==> config.mk <==
export PLATFORM = sky130hd
export DESIGN_NAME = pe_dot_result_drain_flat
export DESIGN_NICKNAME = d
export VERILOG_FILES = /design/src/rtl/pe_dot_result_drain_if.sv /design/src/rtl/pe_dot_result_drain.sv /design/src/flat_wrapper.sv
export SDC_FILE = /design/constraint.sdc
export NUM_CORES = 1
export LEC_CHECK = 0
export BUFFER_PORTS_ARGS = -buffer_cell sky130_fd_sc_hd__buf_2
export CAP_MARGIN = 40
export CORE_ASPECT_RATIO = 0.7
export CORE_MARGIN = 1
export CORE_UTILIZATION = 59
export CTS_CLUSTER_SIZE = 30
export DETAILED_ROUTE_END_ITERATION = 7
export PLACE_DENSITY = 0.78
export SYNTH_ARGS = -nofsm -noshare
export SYNTH_HDL_FRONTEND = slang
export SYNTH_SLANG_ARGS = --single-unit
export TNS_END_PERCENT = 5
==> constraint.sdc <==
create_clock -name clock -period 4.68 [get_ports clock]
set_clock_uncertainty 0.2 [all_clocks]
set_input_delay 0 -clock clock [delete_from_list [all_inputs] [get_ports clock]]
set_output_delay 0 -clock clock [all_outputs]
set_load 0.02 [all_outputs]
==> src/rtl/pe_dot_result_drain_if.sv <==
// Output beat stream of the PE dot-result drain.
// Carries one accumulated element per beat, with its tile coordinates.
interface pe_dot_result_drain_if #(
    parameter int ACC_WIDTH    = 24,
    parameter int NUM_FEATURES = 2,
    parameter int NUM_FILTERS  = 2
);
    localparam int FW = (NUM_FEATURES > 1) ? $clog2(NUM_FEATURES) : 1;
    localparam int KW = (NUM_FILTERS > 1) ? $clog2(NUM_FILTERS) : 1;

    logic                        o_valid;
    logic                        i_ready;
    logic signed [ACC_WIDTH-1:0] o_data;
    logic [FW-1:0]               o_feature_idx;
    logic [KW-1:0]               o_filter_idx;
    logic                        o_last;

    modport master (
        output o_valid, o_data, o_feature_idx, o_filter_idx, o_last,
        input  i_ready
    );

    modport slave (
        input  o_valid, o_data, o_feature_idx, o_filter_idx, o_last,
        output i_ready
    );
endinterface

==> src/rtl/pe_dot_result_drain.sv <==
// Accumulates aligned dot-array results per tile and drains them as a beat stream.
// Define PE_DRAIN_SATURATE_EN for saturating accumulation (default: wrap-around).
module pe_dot_result_drain #(
    parameter int NUM_FEATURES     = 2,
    parameter int NUM_FILTERS      = 2,
    parameter int DOT_OUTPUT_WIDTH = 16,
    parameter int ACC_WIDTH        = 24,
    parameter int DOT_LATENCY      = 4
) (
    input  logic clock,
    input  logic resetn,
    input  logic i_issue_valid,
    input  logic i_issue_last,
    input  logic [NUM_FEATURES*NUM_FILTERS*DOT_OUTPUT_WIDTH-1:0] i_dot_result,
    output logic o_stall,
    output logic o_overflow,
    pe_dot_result_drain_if.master dout
);
    localparam int N  = NUM_FEATURES * NUM_FILTERS;
    localparam int DW = DOT_OUTPUT_WIDTH;
    localparam int AW = ACC_WIDTH;
    localparam int FW = (NUM_FEATURES > 1) ? $clog2(NUM_FEATURES) : 1;
    localparam int KW = (NUM_FILTERS > 1) ? $clog2(NUM_FILTERS) : 1;
    localparam int EW = (N > 1) ? $clog2(N) : 1;

    typedef enum logic {IDLE, DRAIN} state_t;

    state_t                 state, state_d;
    logic [DOT_LATENCY-1:0] v_sr, l_sr;
    logic                   a_valid, a_last;
    logic                   xfer, pending;
    logic [FW-1:0]          f;
    logic [KW-1:0]          k;
    logic [EW-1:0]          sel;
    logic signed [AW-1:0]   acc   [N];
    logic signed [AW-1:0]   acc_d [N];
    logic signed [AW-1:0]   dbuf  [N];
    logic hs, last_el, last_hs, busy, take, close, load;

    assign a_valid = v_sr[DOT_LATENCY-1];
    assign a_last  = l_sr[DOT_LATENCY-1];
    assign hs      = (state == DRAIN) && dout.i_ready;
    assign last_el = (f == FW'(NUM_FEATURES - 1)) && (k == KW'(NUM_FILTERS - 1));
    assign last_hs = hs && last_el;
    assign busy    = (state == DRAIN) || xfer;
    assign take    = a_valid && !pending;
    assign close   = take && a_last;
    assign load    = (xfer || pending) && ((state == IDLE) || last_hs);
    assign sel     = EW'(f * NUM_FILTERS + k);
    assign o_stall = busy || pending;

    for (genvar e = 0; e < N; e++) begin : g_el
        logic signed [AW-1:0] ext, base, res;
        assign ext  = AW'($signed(i_dot_result[e*DW +: DW]));
        assign base = load ? '0 : acc[e];
`ifdef PE_DRAIN_SATURATE_EN
        localparam logic signed [AW-1:0] SMAX = {1'b0, {(AW-1){1'b1}}};
        localparam logic signed [AW-1:0] SMIN = {1'b1, {(AW-1){1'b0}}};
        logic signed [AW:0] sum;
        assign sum = (AW+1)'(base) + (AW+1)'(ext);
        assign res = (sum[AW] != sum[AW-1]) ? (sum[AW] ? SMIN : SMAX)
                                            : sum[AW-1:0];
`else
        assign res = base + ext;
`endif
        assign acc_d[e] = take ? res : base;
    end

    // Delay issue qualifiers so they line up with the dot results.
    always_ff @(posedge clock or negedge resetn) begin
        if (!resetn) begin
            v_sr <= '0;
            l_sr <= '0;
        end else begin
            v_sr <= (v_sr << 1) | DOT_LATENCY'(i_issue_valid);
            l_sr <= (l_sr << 1) | DOT_LATENCY'(i_issue_valid && i_issue_last);
        end
    end

    // Accumulators and drain buffer; buffer captures the closed sum on load.
    always_ff @(posedge clock or negedge resetn) begin
        if (!resetn) begin
            for (int e = 0; e < N; e++) begin
                acc[e]  <= '0;
                dbuf[e] <= '0;
            end
        end else begin
            for (int e = 0; e < N; e++) begin
                acc[e] <= acc_d[e];
                if (load) dbuf[e] <= acc[e];
            end
        end
    end

    // Tile-close bookkeeping: transfer request, pending tile, sticky overflow.
    always_ff @(posedge clock or negedge resetn) begin
        if (!resetn) begin
            xfer       <= 1'b0;
            pending    <= 1'b0;
            o_overflow <= 1'b0;
        end else begin
            xfer       <= close && !busy;
            pending    <= (pending && !load) || (close && busy);
            o_overflow <= o_overflow || (a_valid && pending);
        end
    end

    // Drain state and filter-minor element walk.
    always_ff @(posedge clock or negedge resetn) begin
        if (!resetn) begin
            state <= IDLE;
            f     <= '0;
            k     <= '0;
        end else begin
            state <= state_d;
            if (load || last_hs) begin
                f <= '0;
                k <= '0;
            end else if (hs) begin
                if (k == KW'(NUM_FILTERS - 1)) begin
                    k <= '0;
                    f <= f + 1'b1;
                end else begin
                    k <= k + 1'b1;
                end
            end
        end
    end

    // Next-state and beat outputs.
    always_comb begin
        state_d            = state;
        dout.o_valid       = 1'b0;
        dout.o_data        = '0;
        dout.o_feature_idx = f;
        dout.o_filter_idx  = k;
        dout.o_last        = 1'b0;
        unique case (state)
            IDLE: begin
                if (load) state_d = DRAIN;
            end
            DRAIN: begin
                dout.o_valid = 1'b1;
                dout.o_data  = dbuf[sel];
                dout.o_last  = last_el;
                if (last_hs && !load) state_d = IDLE;
            end
            default: state_d = IDLE;
        endcase
    end
endmodule

==> src/flat_wrapper.sv <==
// flat-port wrapper written by rule: the top's interface ports become plain ports
module pe_dot_result_drain_flat 
#(
    parameter int NUM_FEATURES     = 2,
    parameter int NUM_FILTERS      = 2,
    parameter int DOT_OUTPUT_WIDTH = 16,
    parameter int ACC_WIDTH        = 24,
    parameter int DOT_LATENCY      = 4
)
  (clock, resetn, i_issue_valid, i_issue_last, i_dot_result, o_stall, o_overflow, dout_o_valid, dout_o_data, dout_o_feature_idx, dout_o_filter_idx, dout_o_last, dout_i_ready);
  pe_dot_result_drain_if #(.ACC_WIDTH(ACC_WIDTH), .NUM_FEATURES(NUM_FEATURES), .NUM_FILTERS(NUM_FILTERS)) dout_i ();
  input  logic clock;
  input  logic resetn;
  input  logic i_issue_valid;
  input  logic i_issue_last;
  input  logic [NUM_FEATURES*NUM_FILTERS*DOT_OUTPUT_WIDTH-1:0] i_dot_result;
  output logic o_stall;
  output logic o_overflow;
  output wire logic [$bits(dout_i.o_valid)-1:0] dout_o_valid;
  output wire logic [$bits(dout_i.o_data)-1:0] dout_o_data;
  output wire logic [$bits(dout_i.o_feature_idx)-1:0] dout_o_feature_idx;
  output wire logic [$bits(dout_i.o_filter_idx)-1:0] dout_o_filter_idx;
  output wire logic [$bits(dout_i.o_last)-1:0] dout_o_last;
  input wire logic [$bits(dout_i.i_ready)-1:0] dout_i_ready;
  assign dout_o_valid = dout_i.o_valid;
  assign dout_o_data = dout_i.o_data;
  assign dout_o_feature_idx = dout_i.o_feature_idx;
  assign dout_o_filter_idx = dout_i.o_filter_idx;
  assign dout_o_last = dout_i.o_last;
  assign dout_i.i_ready = dout_i_ready;
  pe_dot_result_drain #(.NUM_FEATURES(NUM_FEATURES), .NUM_FILTERS(NUM_FILTERS), .DOT_OUTPUT_WIDTH(DOT_OUTPUT_WIDTH), .ACC_WIDTH(ACC_WIDTH), .DOT_LATENCY(DOT_LATENCY)) u_core (.clock(clock), .resetn(resetn), .i_issue_valid(i_issue_valid), .i_issue_last(i_issue_last), .i_dot_result(i_dot_result), .o_stall(o_stall), .o_overflow(o_overflow), .dout(dout_i));
endmodule
==> reports/metrics.cfg <==
[worst_setup_path]
r2r_setup_slack_ns=0.39
slowest_delay_ns=0.56
cpLargestDelayFamily=compound AO/OA/AOI/OAI gates
path_cells=nor2_1, a21oi_4, buf_4, nor2b_1, ha_1, a21o_1, a21o_1, a2111o_1, o221ai_1, o21ai_1, xnor2_1, dlygate4sd3_1, o21ai_0
cp_max_fo=15
r2r-start=u_core.pending$_DFF_PN0_
arrival_ns=4.50
r2r-end=u_core.acc[85]$_DFF_PN0_
required_ns=4.89
r2r_cells=13
endpoint_kind=register
cp.depth=13
cp-endpoint=u_core.acc[85]$_DFF_PN0_
worstSetupPathType=reg2reg
worst_path_max_delay_cell=dlygate4sd3_1
crit_path_start_kind=register
critPathBufInv=2
cp-startpoint=u_core.pending$_DFF_PN0_
crit_top_cell=a21o_1

[place]
placedCellCount=1897
portBuffers=98
place_ws_ns=0.568
place.gp.congestion=0.927
dp_hpwl_mm=25.4

[synth]
synth_edf_count=0
synth.avg_cell_area_um2=8.66
yosys.area.top_type=dfrtp_1
synthFlopType=dfrtp_1
synth_nets=1715
syn-instance-count=1550
synth_cell_types=72
synth_top_area_share_pct=38.4
yosysMostFrequentCell=nand2_1
synth_seq_cells=206
yosysSeqAreaShare_pct=38.4
yosys_warnings=0
async_reset_ff_share_pct=100
syn-cell-area_um2=13400
synth_area_leaders=dfrtp_1 38%, nand2_1 12%, ha_1 8.6%, nor2b_1 4.7%, o21ai_0 4.3%
netlist_top_cells_count=420 x nand2_1, 206 x dfrtp_1, 116 x o21ai_0

[clocking]
clk_pin_slew_worst_paths_ns=0.06
cts_max_level=1
postCtsHoldBufs=87
root_buffer=clkbuf_16
post_cts_resized=0
cts_buffers=21
postCtsSetupBuffers=0
clk_latency_ns=0.50
cts_buffer_depth=3
cts_tree=done
clock_sinks=206

[timing]
rsz0062_at_grt=false
relSlewSlack_pct=44.6
period_needed_ns=4.29
finalMaxSlewViolations=0
worstMarginPinSlew_ns=0.831
setup_ws_ns=0.386
fin_tns_setup_ns=0
hold_viol=0
setup-violations-final=0
clock.fmax_ghz=0.233
fin_crit_sh_pct=91.7

[floorplanning]
design.core.area_um2=22000
num_rows=45
die_w_um=182
start_util_pct=61.0
die_area_um2=23400
die-height_um=128
pin_count=99

[cells_and_area]
final_layout_size_suffix_gt1_share_pct=11.7
diodes=0
synthToLayoutAreaGrowth_pct=17.9
layoutNonFillerInstCount=2021
final_nets=1867
num-fill-cells=1669

[power_and_ir_drop]
leakage_uw=0.00778
power_density_nw_per_um2=764
vdd_drop_max_v=0.000368

[hold_path]
hold_class=in2reg
min_from=i_issue_last

[routing]
vias=11800
first_pass_iters=6
drt.antenna.violating_nets=0
drt-total-wl_mm=36.4
wl_per_cell_um=18.0
drc_errors=0
drt_iter0_markers=1142
via_per_inst=5.85

[global_routing]
grtUsageMet2_pct=49.1
grt-ovfl-total=0
grt_pass1_vias=11300
grt_pass1_wl_mm=59.0
track_usage_pct=31.9
grt_max_degree=123
antenna_found_initial=1
busiest_layer=met2
grt_use_met3_pct=5.94
met1_usage_pct=46.0

[job]
drv_cap=0

[status]
status=finished, final reports clean

==> sequential cells by signal, indices dropped and copies added (netlist names) <==
register                   flops
u_core.l_sr                    4
u_core.o_overflow              1
u_core.xfer                    1
u_core.acc                    96
u_core.v_sr                    4
u_core.dbuf                   96
u_core.dout.o_filter_idx       1
u_core.pending                 1
u_core.dout.o_feature_idx      1
u_core.state                   1
==> metrics by stage <==
stage | area [µm²] | utilization [%] | hold slack (ns) | total power [µW]
CTS | 15800 | 71.9 | 0.0464 | 12000
floorplan | 13400 | - | -0.496 | 8120
detailed placement | 14200 | 64.6 | -0.108 | 9850
global route | 15800 | 71.9 | 0.0663 | 13000
global placement | 14200 | 64.6 | -0.112 | 9660
finish | 15800 | 71.9 | 0.0572 | 12100
==> cells in the final DEF, fill, tap and decap left out, types with 5 or more instances in the layout <==
master | Yosys | layout
nand3_1 | 27 | 27
buf_4 | 0 | 14
and3_1 | 6 | 6
a21oi_1 | 74 | 73
xnor2_1 | 39 | 39
inv_1 | 31 | 31
clkbuf_16 | 0 | 21
a31oi_1 | 8 | 8
mux4_2 | 24 | 24
buf_2 | 12 | 97
o21ai_0 | 116 | 116
o211ai_1 | 6 | 6
o21bai_1 | 12 | 12
xor2_1 | 43 | 43
nand2_1 | 420 | 420
clkinv_2 | 0 | 6
nor3_1 | 12 | 12
and2_1 | 30 | 30
clkbuf_8 | 0 | 6
mux2_2 | 6 | 6
nor4b_1 | 6 | 6
nand4_1 | 15 | 15
o21a_1 | 5 | 5
or3_1 | 9 | 9
nand2b_1 | 12 | 11
o21ai_1 | 8 | 7
nor2_1 | 49 | 49
dlygate4sd3_1 | 0 | 86
a21o_1 | 45 | 45
ha_1 | 92 | 92
a211oi_1 | 14 | 14
nor2b_1 | 100 | 100
dfrtp_1 | 206 | 205
==> kinds of logic after synthesis <==
kind of cell	synth area share, %
AND/OR/NAND/NOR	23.9
flip-flops	38.4
buffers and inverters	3.02
AO/OA/AOI/OAI	15.5
XOR/XNOR	5.35
multiplexers	4.60
adder cells (fa/ha/maj)	9.17
==> report_power, final <==
group          total, µW  switching [µW]  internal (µW)
sequential          3310             668           2640
clock               1790             720           1070
combinational       7000            3940           3060
==> layout make-up <==
type	count	area (µm²)	share of cell area (%)
repair buffers	202	1550	9.81
inverters	31	116	0.735
clock buffers	27	598	3.78
clock inverters	10	128	0.806
flip-flops and latches	206	5160	32.6
multi-input cells	1240	7890	49.9
well taps	305	382	2.41
==> layer usage <==
metal	vias up	part of all wire, %
li1	5638	-
met1	5670	45
met2	438	44
met3	82	7.7
met4	2	2.9
met5	-	0.025
==> worst reg2reg max path, cell delays in order (launching register included) <==
cell,delay (ns)
dfrtp_1,0.51
nor2_1,0.14
a21oi_4,0.42
buf_4,0.30
nor2b_1,0.09
ha_1,0.37
a21o_1,0.20
a21o_1,0.20
a2111o_1,0.41
o221ai_1,0.33
o21ai_1,0.17
xnor2_1,0.14
dlygate4sd3_1,0.56
o21ai_0,0.17
==> worst min-delay path by stage <==
stage | end | depth (start not counted)
after detailed placement | u_core.acc[87]$_DFF_PN0_ | 1
after floorplan | u_core.acc[0]$_DFF_PN0_ | 0
after global routing | u_core.l_sr[0]$_DFF_PN0_ | 3
after CTS | u_core.l_sr[0]$_DFF_PN0_ | 3
after global placement | u_core.acc[87]$_DFF_PN0_ | 1
final | u_core.l_sr[0]$_DFF_PN0_ | 3
Note: power is estimated with default switching activity, not from simulation.
